File: src/rtl/brp_pkg.sv
// Shared definitions for the branch resolver: funct3 codes and 2-bit counter states.
package brp_pkg;

    // Conditional branch funct3 encodings
    localparam logic [2:0] BEQ  = 3'b000;
    localparam logic [2:0] BNE  = 3'b001;
    localparam logic [2:0] BLT  = 3'b100;
    localparam logic [2:0] BGE  = 3'b101;
    localparam logic [2:0] BLTU = 3'b110;
    localparam logic [2:0] BGEU = 3'b111;

    // Two-bit saturating prediction counter; MSB is the taken prediction
    typedef enum logic [1:0] {
        SNT = 2'b00,
        WNT = 2'b01,
        WT  = 2'b10,
        ST  = 2'b11
    } bht_ctr_e;

    // Saturating counter step: taken moves toward ST, not-taken toward SNT
    function automatic bht_ctr_e ctr_next(input bht_ctr_e c, input logic taken);
        bht_ctr_e n;
        n = c;
        case (c)
            SNT:     n = taken ? WNT : SNT;
            WNT:     n = taken ? WT  : SNT;
            WT:      n = taken ? ST  : WNT;
            ST:      n = taken ? ST  : WT;
            default: n = WNT;
        endcase
        return n;
    endfunction

endpackage

File: src/rtl/bht.sv
// Branch history table: array of 2-bit counters, one async read port, one sync update port.
module bht
    import brp_pkg::*;
#(
    parameter int unsigned BHT_ENTRIES = 16,
    parameter int unsigned IDX_W       = $clog2(BHT_ENTRIES)
) (
    input  logic             i_clk,
    input  logic             i_reset,
    input  logic [IDX_W-1:0] i_rd_idx,
    output bht_ctr_e         o_rd_ctr,
    input  logic             i_wr_en,
    input  logic [IDX_W-1:0] i_wr_idx,
    input  logic             i_wr_taken
);

    bht_ctr_e r_table [BHT_ENTRIES];

    // Counter array: reset to WNT wins over any pending update
    always_ff @(posedge i_clk) begin
        if (i_reset) begin
            for (int i = 0; i < int'(BHT_ENTRIES); i++) begin
                r_table[i] <= WNT;
            end
        end else if (i_wr_en) begin
            r_table[i_wr_idx] <= ctr_next(r_table[i_wr_idx], i_wr_taken);
        end
    end

    // Read returns the stored value; a same-cycle update is not bypassed
    assign o_rd_ctr = r_table[i_rd_idx];

endmodule

File: src/rtl/branch_resolver.sv
// Branch resolver: decodes conditional branch outcomes, flags mispredictions,
// keeps statistics and trains a 2-bit counter prediction table.
module branch_resolver
    import brp_pkg::*;
#(
    parameter int unsigned BHT_ENTRIES = 16,
    parameter int unsigned IDX_W       = $clog2(BHT_ENTRIES)
) (
    input  logic        i_clk,
    input  logic        i_reset,
    input  logic [31:0] i_if_pc,
    output logic        o_pred_taken,
    input  logic        i_ex_valid,
    input  logic [31:0] i_ex_pc,
    input  logic [2:0]  i_ex_funct3,
    input  logic        i_ex_pred_taken,
    output logic        o_br_un,
    input  logic        i_br_less,
    input  logic        i_br_equal,
    output logic        o_taken,
    output logic        o_mispredict,
    output logic        o_illegal,
    output logic [31:0] o_br_cnt,
    output logic [31:0] o_mispred_cnt
);

    logic             w_br_un;
    logic             w_legal;
    logic             w_cond;
    logic             w_resolve;
    logic             w_taken;
    logic             w_mispredict;
    logic [IDX_W-1:0] w_rd_idx;
    logic [IDX_W-1:0] w_wr_idx;
    bht_ctr_e         w_rd_ctr;
    logic [31:0]      r_br_cnt;
    logic [31:0]      r_mispred_cnt;

    // Word-aligned PCs: drop the two low bits before indexing
    assign w_rd_idx = i_if_pc[IDX_W+1:2];
    assign w_wr_idx = i_ex_pc[IDX_W+1:2];

    // Decode funct3 into comparator mode, legality and raw branch condition
    always_comb begin
        w_br_un = 1'b1;
        w_legal = 1'b1;
        w_cond  = 1'b0;
        case (i_ex_funct3)
            BEQ:  w_cond = i_br_equal;
            BNE:  w_cond = !i_br_equal;
            BLT:  w_cond = i_br_less;
            BGE:  w_cond = !i_br_less;
            BLTU: begin
                w_br_un = 1'b0;
                w_cond  = i_br_less;
            end
            BGEU: begin
                w_br_un = 1'b0;
                w_cond  = !i_br_less;
            end
            default: w_legal = 1'b0;
        endcase
    end

    // Resolution outputs, all gated by a valid legal branch in EX
    always_comb begin
        w_resolve    = i_ex_valid && w_legal;
        w_taken      = w_resolve && w_cond;
        w_mispredict = w_resolve && (w_cond ^ i_ex_pred_taken);
    end

    assign o_br_un      = w_br_un;
    assign o_taken      = w_taken;
    assign o_mispredict = w_mispredict;
    assign o_illegal    = i_ex_valid && !w_legal;

    bht #(
        .BHT_ENTRIES (BHT_ENTRIES),
        .IDX_W       (IDX_W)
    ) u_bht (
        .i_clk      (i_clk),
        .i_reset    (i_reset),
        .i_rd_idx   (w_rd_idx),
        .o_rd_ctr   (w_rd_ctr),
        .i_wr_en    (w_resolve),
        .i_wr_idx   (w_wr_idx),
        .i_wr_taken (w_cond)
    );

    assign o_pred_taken = w_rd_ctr[1];

    // Statistics counters; free-running 32-bit wrap
    always_ff @(posedge i_clk) begin
        if (i_reset) begin
            r_br_cnt      <= 32'd0;
            r_mispred_cnt <= 32'd0;
        end else if (w_resolve) begin
            r_br_cnt <= r_br_cnt + 32'd1;
            if (w_mispredict) begin
                r_mispred_cnt <= r_mispred_cnt + 32'd1;
            end
        end
    end

    assign o_br_cnt      = r_br_cnt;
    assign o_mispred_cnt = r_mispred_cnt;

endmodule

File: config.mk
export PLATFORM = sky130hd
export DESIGN_NAME = branch_resolver
export DESIGN_NICKNAME = d
export VERILOG_FILES = /design/src/rtl/brp_pkg.sv /design/src/rtl/bht.sv /design/src/rtl/branch_resolver.sv
export SDC_FILE = /design/constraint.sdc
export NUM_CORES = 1
export LEC_CHECK = 0
export BUFFER_PORTS_ARGS = -buffer_cell sky130_fd_sc_hd__buf_4
export CAP_MARGIN = 20
export CORE_MARGIN = 2
export CORE_UTILIZATION = 50
export DETAILED_ROUTE_END_ITERATION = 12
export GPL_ROUTABILITY_DRIVEN = 0
export MAX_ROUTING_LAYER = met4
export PLACE_DENSITY = 0.88
export SYNTH_ARGS = -nofsm -noshare
export SYNTH_HDL_FRONTEND = slang
export SYNTH_SLANG_ARGS = --single-unit
File: constraint.sdc
create_clock -name i_clk -period 3 [get_ports i_clk]
set_input_delay 0.6 -clock i_clk [delete_from_list [all_inputs] [get_ports i_clk]]
set_output_delay 0.6 -clock i_clk [all_outputs]
set_load 0.005 [all_outputs]
==> Word-level counts from Yosys, hierarchy flattened <==
Memory sizes are Yosys's and may differ from the RTL's.
Index checks and enable logic that the tools add are counted.
{ "word_totals": {"regBits": 64, "ram_bits": 32, "input_bits": 73, "out_inout_bits": 69, "wordCells": 47, "n_memories": 1} }
{ "mem_list": {"columns": ["name", "words", "width", "rd", "rd_clocked_by_memory_dff", "write_ports", "line_no", "source"], "rows": [
  ["u_bht.r_table", 16, 2, 2, 0, 16, "bht.sv:17", "bht_ctr_e r_table [BHT_ENTRIES];"]
]} }
{ "op_classes": {"add_sub_neg": 2, "eq_ne": 8, "mux": 18, "bitwise": 1, "reduce_logical": 15} }
{ "op_table": {"columns": ["cell", "count"], "rows": [
  ["32-bit by 1-bit adder with 32-bit output, second input constant", 2],
  ["3-bit == test, second input constant", 4],
  ["1-bit 2-to-1 mux", 10],
  ["2-bit 2-to-1 mux", 5],
  ["2-bit one-hot mux with 4 select lines", 1],
  ["2-bit OR reduction", 4],
  ["6-bit OR reduction", 1],
  ["2-bit == test, second input constant", 2],
  ["1-bit logical AND", 4],
  ["4-bit 2-to-1 mux", 1],
  ["1-bit one-hot mux with 4 select lines", 1],
  ["3-bit by 1-bit == test with 1-bit output, second input constant", 1],
  ["1-bit zero test", 3],
  ["3-bit zero test", 1],
  ["2-bit by 1-bit == test with 1-bit output, second input constant", 1],
  ["2-bit zero test", 1],
  ["2-bit AND reduction", 1],
  ["1-bit bitwise XOR", 1]
]} }

==> Longest topological paths before layout <==
Gate-level depths: netlist (run 1).
{ "depth": {"depth_word": 9, "depth_mapped": 7, "depth_no_buf": 6} }

==> By module <==
Synthesis (run 1) repeated with hierarchy kept, for this count alone.
{ "hier_totals": {"hier_cells": 513, "hier_area_um2": 5011.1} }
{ "by_module_without_submodules": {"columns": ["module", "instances", "cells_each", "area_per_inst_um2", "seq_area_each_um2"], "rows": [
  ["branch_resolver", 1, 358, 3050.4, 1281.2],
  ["bht", 1, 155, 1960.6, 960.9]
]} }

==> Worst setup path before layout (run 1) <==
Ideal clock, no wire load.
{ "synth_timing": {"kind": "input to register", "from": "in i_ex_pc[3]", "to": "mem u_bht.r_table[1][0] (netlist bit), data pin", "setup_ns": 0.287, "arrival_ns": 2.070, "required_ns": 2.713, "setup_slack_ns": 0.642, "path_stages": 6, "path_buffers": 1, "cell_sequence": "buf_2 -> mux4_2 -> mux2i_1 -> nor2_1 -> o21ai_1 -> nand3_1"} }
{ "synth_rtl": {"columns": ["item", "line_no", "source"], "rows": [
  ["start, declared", "branch_resolver.sv:14", "input logic [31:0] i_ex_pc,"],
  ["end, declared", "bht.sv:17", null]
]} }

==> Final worst setup path (run 1) <==
{ "layout_timing": {"from": "reg r_br_cnt[5] (netlist: o_br_cnt[5])", "to": "reg r_br_cnt[31] (netlist: o_br_cnt[31])"} }
{ "layout_via": {"elab_chain_cells": 1} }
{ "layout_rtl": {"columns": ["item", "line_no", "source"], "rows": [
  ["start, declared", "branch_resolver.sv:36", "logic [31:0] r_br_cnt;"],
  ["start signal, assigned", "branch_resolver.sv:98", "r_br_cnt <= r_br_cnt + 32'd1;"],
  ["32-bit by 1-bit adder with 32-bit output", "branch_resolver.sv:98", null]
]} }
No other way between the ends.
A chain may end at the register's enable or synchronous reset.

==> results of run 1 <==
-- worst paths after layout --
path,slack (ns),end,cells past startpoint
max,0.46,o_br_cnt[31],5
min,0.50,o_mispred_cnt[31],2
max reg2reg,0.46,o_br_cnt[31],5
min reg2reg,0.50,o_mispred_cnt[31],2
-- registers in the layout (all words and copies together) (netlist names) --
name,cells
o_br_cnt,32
o_mispred_cnt,32
u_bht.r_table,32
-- area by class of cell --
class / instances / share of cell area
Clock inverter: 5 / 0.00651
Clock buffer: 11 / 0.0265
Multi-Input combinational cell: 367 / 0.413
Sequential cell: 96 / 0.389
Inverter: 18 / 0.0117
Timing Repair Buffer: 96 / 0.125
Tap cell: 129 / 0.0280
-- power by group through the flow --
stage / logic [uW] / registers, uW / clock network, uW
after floorplan: 136 / 1390 / 0
final: 217 / 1370 / 817
after detailed placement: 216 / 1400 / 0
after global placement: 208 / 1400 / 0
after CTS: 216 / 1370 / 827
after global routing: 237 / 1370 / 876
-- cells by family (layout without fill, tap and decap cells) --
family | after synthesis | count (layout) | synth area share
multiplexers | 18 | 18 | 0.0714
AO/OA/AOI/OAI | 46 | 46 | 0.0508
buffers and inverters | 45 | 130 | 0.0367
adder cells (fa/ha/maj) | 2 | 2 | 0.00521
flip-flops | 96 | 96 | 0.467
XOR/XNOR | 47 | 47 | 0.0920
AND/OR/NAND/NOR | 254 | 254 | 0.277
-- through the flow --
stage	cell area (sq um)	std cells	hold WS, ns	utilization
floorplan	4800	508	0.470	-
global placement	5580	706	0.463	0.601
detailed placement	5580	706	0.478	0.601
CTS	5770	722	0.492	0.621
global route	5770	722	0.528	0.621
finish	5770	722	0.498	0.621
-- worst max-delay path, delay by kind of cell, from the launching register on --
family	cells	cell delay [ns]
and+or+nand+nor	4	1.90
AOI/OAI and AO/OA	1	0.16
DFF	1	0.41
-- routing by layer --
| metal | GRT usage | wire (microns) |
|---|---|---|
| met1 | 0.285 | 4710 |
| met5 | - | 0 |
| met4 | 0.0769 | 133 |
| met3 | 0.0499 | 809 |
| met2 | 0.368 | 5500 |
-- cells in the final DEF, fill, tap and decap left out, drive strengths merged, types with 19 or more instances in the layout --
cell / count
dfxtp: 64
a21oi: 22
buf: 96
xnor2: 33
edfxtp: 32
nor2: 66
o21ai: 19
nand2: 37
nand3: 28
==> summary.md, run 1 <==
| Metric | Value |
|---|---|
| Clock latency on the worst-skew pair | 0.36 ns |
| Final Hold Viols | 0 |
| CP startpoint | o_br_cnt[5] |
| FF/Latch Area | 2240 sq um |
| Most frequent cell after synthesis | nor2_1 |
| Multi-input logic area | 2380 sq um |
| Total power draw | 2400 uW |
| Syn avg cell area | 9.45 sq um |
| Final HPWL DP | 8.13 mm |
| Setup TNS | 0 ns |
| RSZ-0062 raised after global routing | no |
| Worst Skew | 0.0127 ns |
| Vias in the first global route | 3819 |
| Final ANT Viol Nets | 0 |
| # setup viols final | 0 |
| Chip height | 102 microns |
| # nets final | 663 |
| Overall Global Routing Usage | 0.228 |
| Htree depth | 3 |
| CP Capture Type | flip-flop |
| Share of layout cells above drive strength 1 | 0.231 |
| Cell Chain, Critical Path | nand3_1, or3_1, or4_1, or3_1, a21oi_1 |
| Clock transition at path regs | 0.10 ns |
| Slew Limit Fails | 0 |
| Slew HR | 0.577 |
| Max Clk Rate | 0.394 GHz |
| Synth warn | 0 |
| Largest net degree at the start of global routing | 65 |
| Synth top cells by count | nor2_1 (66), dfxtp_1 (64), nand2_1 (37) |
| Crit path kind | reg -> reg |
| Seq/Total Area, Yosys | 0.467 |
| Peak VDD IR | 0.000236 V |
| DR vias | 4010 |
| Commonest register cell after synthesis | dfxtp_1 |
| CTS sink cnt | 96 |
| Die Wd | 102 microns |
| Vias/cell | 5.55 |
| Sequential Power Share | 0.570 |
| RR Startpoint | o_br_cnt[5] |
| Pre-CTS WS | 0.345 ns |
| Final worst-path cycle share | 0.847 |
| Syn_nets | 583 |
| Clock power frac | 0.340 |
| Dominant cell type by area after synthesis | dfxtp_1 |
| Yosys reg bits | 96 |
| CTS resizes | 0 |
| Critical Path RT | 3.28 ns |
| Num ports | 142 |
| Drt pass-1 iters | 4 |
| Yosys top cell area share | 0.267 |
| Crit path DAT | 2.83 ns |
| Final WL | 11.2 mm |
| Final min period | 2.54 ns |
| Setup Buffers After CTS | 0 |
| Fillers | 793 |
| CORE AREA | 9280 sq um |
| Row count | 35 |
| Cells after Synth | 508 |
| Async S/R FF share, synth | 0 |
| Hold_sp | o_mispred_cnt[31] |
| CTS tree | built |
| CTS Buffer Depth | 2 |
| # DRC | 0 |
| Root buffer cell | clkbuf_8 |
| Synth cell types | 41 |
| Wirelength per Cell | 15.5 microns |
| NetSw | 597 uW |
| Max_cap viols | 0 |
| Antenna Cells | 0 |
| Antenna violations before repair | 0 |
| CTS Hold Bufs | 0 |
| Initial drt markers | 215 |
| Hold WC Path Type | reg -> reg |
| Global route total overflow | 0 |
| Cts bufs inserted | 9 |
| Worst path slowest cell | or4_1 |
| Cell Int Power | 1800 uW |
| CP most frequent cell | or3_1 |
| Area contributors post-synth | dfxtp_1 (27%), edfxtp_1 (20%), mux4_2 (6.1%) |
| Logic pwr share | 0.090 |
| Slowest stage delay, CP | 0.76 ns |
| Outcome | finished clean |
| Die area | 10400 sq um |
| Input/output buffers | 85 |
| CP Max Fanout | 17 |
| Leak | 0.00202 uW |
| Crit path launch type | flip-flop |
| EDFF count, synth | 32 |
| Switching Share | 0.249 |
| Final WS setup | 0.459 ns |
| Post-synth design cell area | 4800 sq um |
| PwrDens | 417 nW/um^2 |
| First-pass GRT wire length | 18.1 mm |
| P&R area growth vs syn | 20.1% |
| Worst slew pin tran | 0.633 ns |
| Starting Density | 0.517 |
Power figures use the tool's default switching activity.
==> run 2: changes to the inputs <==
Clock period 3 ns to 2.6 ns, I/O delays scaled along.
==> run 2 against run 1 <==
Net effect:
- count of clock-buffer cells in the layout down 1
- setup slack worse by 0.26 ns
- via count up 1.8%
- die area unchanged
- critical path type unchanged
- sequential share of layout area down 0.43 points
- first-iteration DRC count down 6.5%
==> summary.md, run 2 (same netlist as run 1, synthesis figures left out) <==
| Metric | Value |
|---|---|
| Setup TNS | 0 ns (unchanged) |
| Final Hold Viols | 0 (unchanged) |
| Num ports | 142 (unchanged) |
| Global route total overflow | 0 (unchanged) |
| Starting Density | 0.517 (unchanged) |
| CORE AREA | 9280 sq um (unchanged) |
| CTS Hold Bufs | 0 (unchanged) |
| CTS Buffer Depth | 2 (unchanged) |
| P&R area growth vs syn | 21.4% |
| Slowest stage delay, CP | 0.65 ns (-0.11 ns) |
| Slew Limit Fails | 0 (unchanged) |
| Placed cell count | 712 (+0.85%) |
| RSZ-0062 raised after global routing | no |
| Root buffer cell | clkbuf_8 |
| # setup viols final | 0 (unchanged) |
| Final HPWL DP | 8.23 mm (+1.2%) |
| Worst slew pin tran | 0.643 ns (+0.00975 ns) |
| Final min period | 2.40 ns (-0.140 ns) |
| Crit path kind | reg -> reg |
| Max_cap viols | 0 (unchanged) |
| Input/output buffers | 85 (unchanged) |
| Crit path launch type | flip-flop |
| Final Util | 0.628 (+0.00701) |
| Total power draw | 2890 uW (+21%) |
| Worst Skew | 0.0164 ns (+0.00366 ns) |
| Vias in the first global route | 3921 (+2.7%) |
| CTS resizes | 0 (unchanged) |
| Final worst-path cycle share | 0.923 (+0.0764) |
| Crit path max-delay family | simple AND/OR/NAND/NOR gates |
| CP startpoint | o_br_cnt[9] |
| Most frequent cells in the layout | buf_4 (102), nor2_1 (66), dfxtp_1 (64) |
| Row count | 35 (unchanged) |
| Final WL | 11.4 mm (+2.0%) |
| Antenna violations before repair | 0 (unchanged) |
| Wirelength per Cell | 15.6 microns (+1.2%) |
| Largest net degree at the start of global routing | 65 (unchanged) |
| Share of layout cells above drive strength 1 | 0.239 (+0.00770) |
| Worst R2R Path Depth | 5 (unchanged) |
| Hold WC Path Type | reg -> reg |
| Crit path DAT | 2.70 ns (-0.13 ns) |
| Final ANT Viol Nets | 0 (unchanged) |
| Crit Reg-Reg Endpoint | o_br_cnt[31] |
| Drt pass-1 iters | 5 (+1) |
| Die Wd | 102 microns (unchanged) |
| Peak VDD IR | 0.000324 V (+37%) |
| Most common cell after layout, fill and taps aside | buf_4 |
| Vias/cell | 5.61 (+0.98%) |
| Multi-input logic area | 2380 sq um (unchanged) |
| Chip height | 102 microns (unchanged) |
| Leak | 0.00207 uW (+2.4%) |
| First-pass GRT wire length | 18.3 mm (+1.1%) |
| CP Max Fanout | 9 (-8) |
| RR Startpoint | o_br_cnt[9] |
| CP endpoint | o_br_cnt[31] |
| # nets final | 669 (+0.90%) |
| CTS tree | built |
| Max Clk Rate | 0.417 GHz (+5.8%) |
| DR vias | 4083 (+1.8%) |
| Overall Global Routing Usage | 0.229 (+0.00120) |
| CTS sink cnt | 96 (unchanged) |
| FF-to-FF setup slack | 0.20 ns (-0.26 ns) |
| Fillers | 768 (-3.2%) |
| # DRC | 0 (unchanged) |
| WP depth | 5 (unchanged) |
| FF/Latch Area | 2240 sq um (unchanged) |
| Clock transition at path regs | 0.10 ns (about the same) |
| Crit path buf inv count | 0 (unchanged) |
| Clock latency on the worst-skew pair | 0.37 ns (about the same) |
| Setup Buffers After CTS | 0 (unchanged) |
| Die area | 10400 sq um (unchanged) |
| Cell Chain, Critical Path | nand4_4, or4_4, or4_1, or3_1, a21oi_1 |
| CP Capture Type | flip-flop |
| Slew HR | 0.572 (-0.00494) |
| Cts bufs inserted | 9 (unchanged) |
| Worst path slowest cell | or4_1 |
| PwrDens | 496 nW/um^2 (+19%) |
| Critical Path RT | 2.90 ns (-0.38 ns) |
| Initial drt markers | 201 (-6.5%) |
| Htree depth | 3 (unchanged) |
| Antenna Cells | 0 (unchanged) |
| Layout Cells excl Fill | 728 (+0.83%) |
| Outcome | finished clean |
## run 2: changes by cell type in the layout (fill, tap and decap cells not counted), moves of 2 or more
| cell | delta |
|---|---|
| clkinvlp_4 | -2 |
| inv_4 | +2 |
| buf_4 | +6 |
| bufinv_16 | +2 |
## run 2: cell type report
cell class | count | share of cell area
clock buffers | 10 | 0.0219
clock inverters | 6 | 0.0142
multi-input cells | 367 | 0.409
inverters | 18 | 0.0116
flip-flops and latches | 96 | 0.385
repair buffers | 102 | 0.131
well taps | 129 | 0.0277
## run 2: worst min path at each step
stage,startpoint,to,slack (ns),depth (start not counted)
5_1_grt,i_ex_valid,o_mispred_cnt[1],0.53,3
3_5_place_dp,o_br_cnt[31],o_br_cnt[31],0.50,2
6_report,o_mispred_cnt[30],o_mispred_cnt[30],0.51,2
4_1_cts,i_ex_valid,o_mispred_cnt[1],0.50,3
2_1_floorplan,o_mispred_cnt[31],o_mispred_cnt[31],0.47,2
3_3_place_gp,o_mispred_cnt[31],o_mispred_cnt[31],0.46,2
## run 2: where the power goes
part | leakage, uW | internal (uW) | switching (uW)
Clock | 0.000111 | 541 | 516
Sequential | 0.000797 | 1560 | 13.3
Combinational | 0.00116 | 116 | 145
Total | 0.00207 | 2220 | 674
## run 2: worst register-to-register path, delay by kind of cell (launching register included)
kind	cells	cell delay, ns
flops	1	0.47
simple gates	4	1.71
compound gates	1	0.15
## run 2: through the flow
step | instance area, sq um | worst slack (ns) | hold slack (ns)
6_report | 5830 | 0.199 | 0.510
5_1_grt | 5830 | 0.104 | 0.526
4_1_cts | 5830 | 0.189 | 0.504
3_5_place_dp | 5620 | 0.0798 | 0.498
3_3_place_gp | 5620 | 0.201 | 0.464
2_1_floorplan | 4800 | 0.322 | 0.470
## run 2: layer usage
layer	share of wire	track usage	vias to the layer above	wire [microns]
met2	0.49	0.370	135	5610
li1	-	-	1958	-
met1	0.41	0.279	1969	4630
met4	0.018	0.0749	0	206
met3	0.082	0.0636	21	933
met5	0	-	-	0
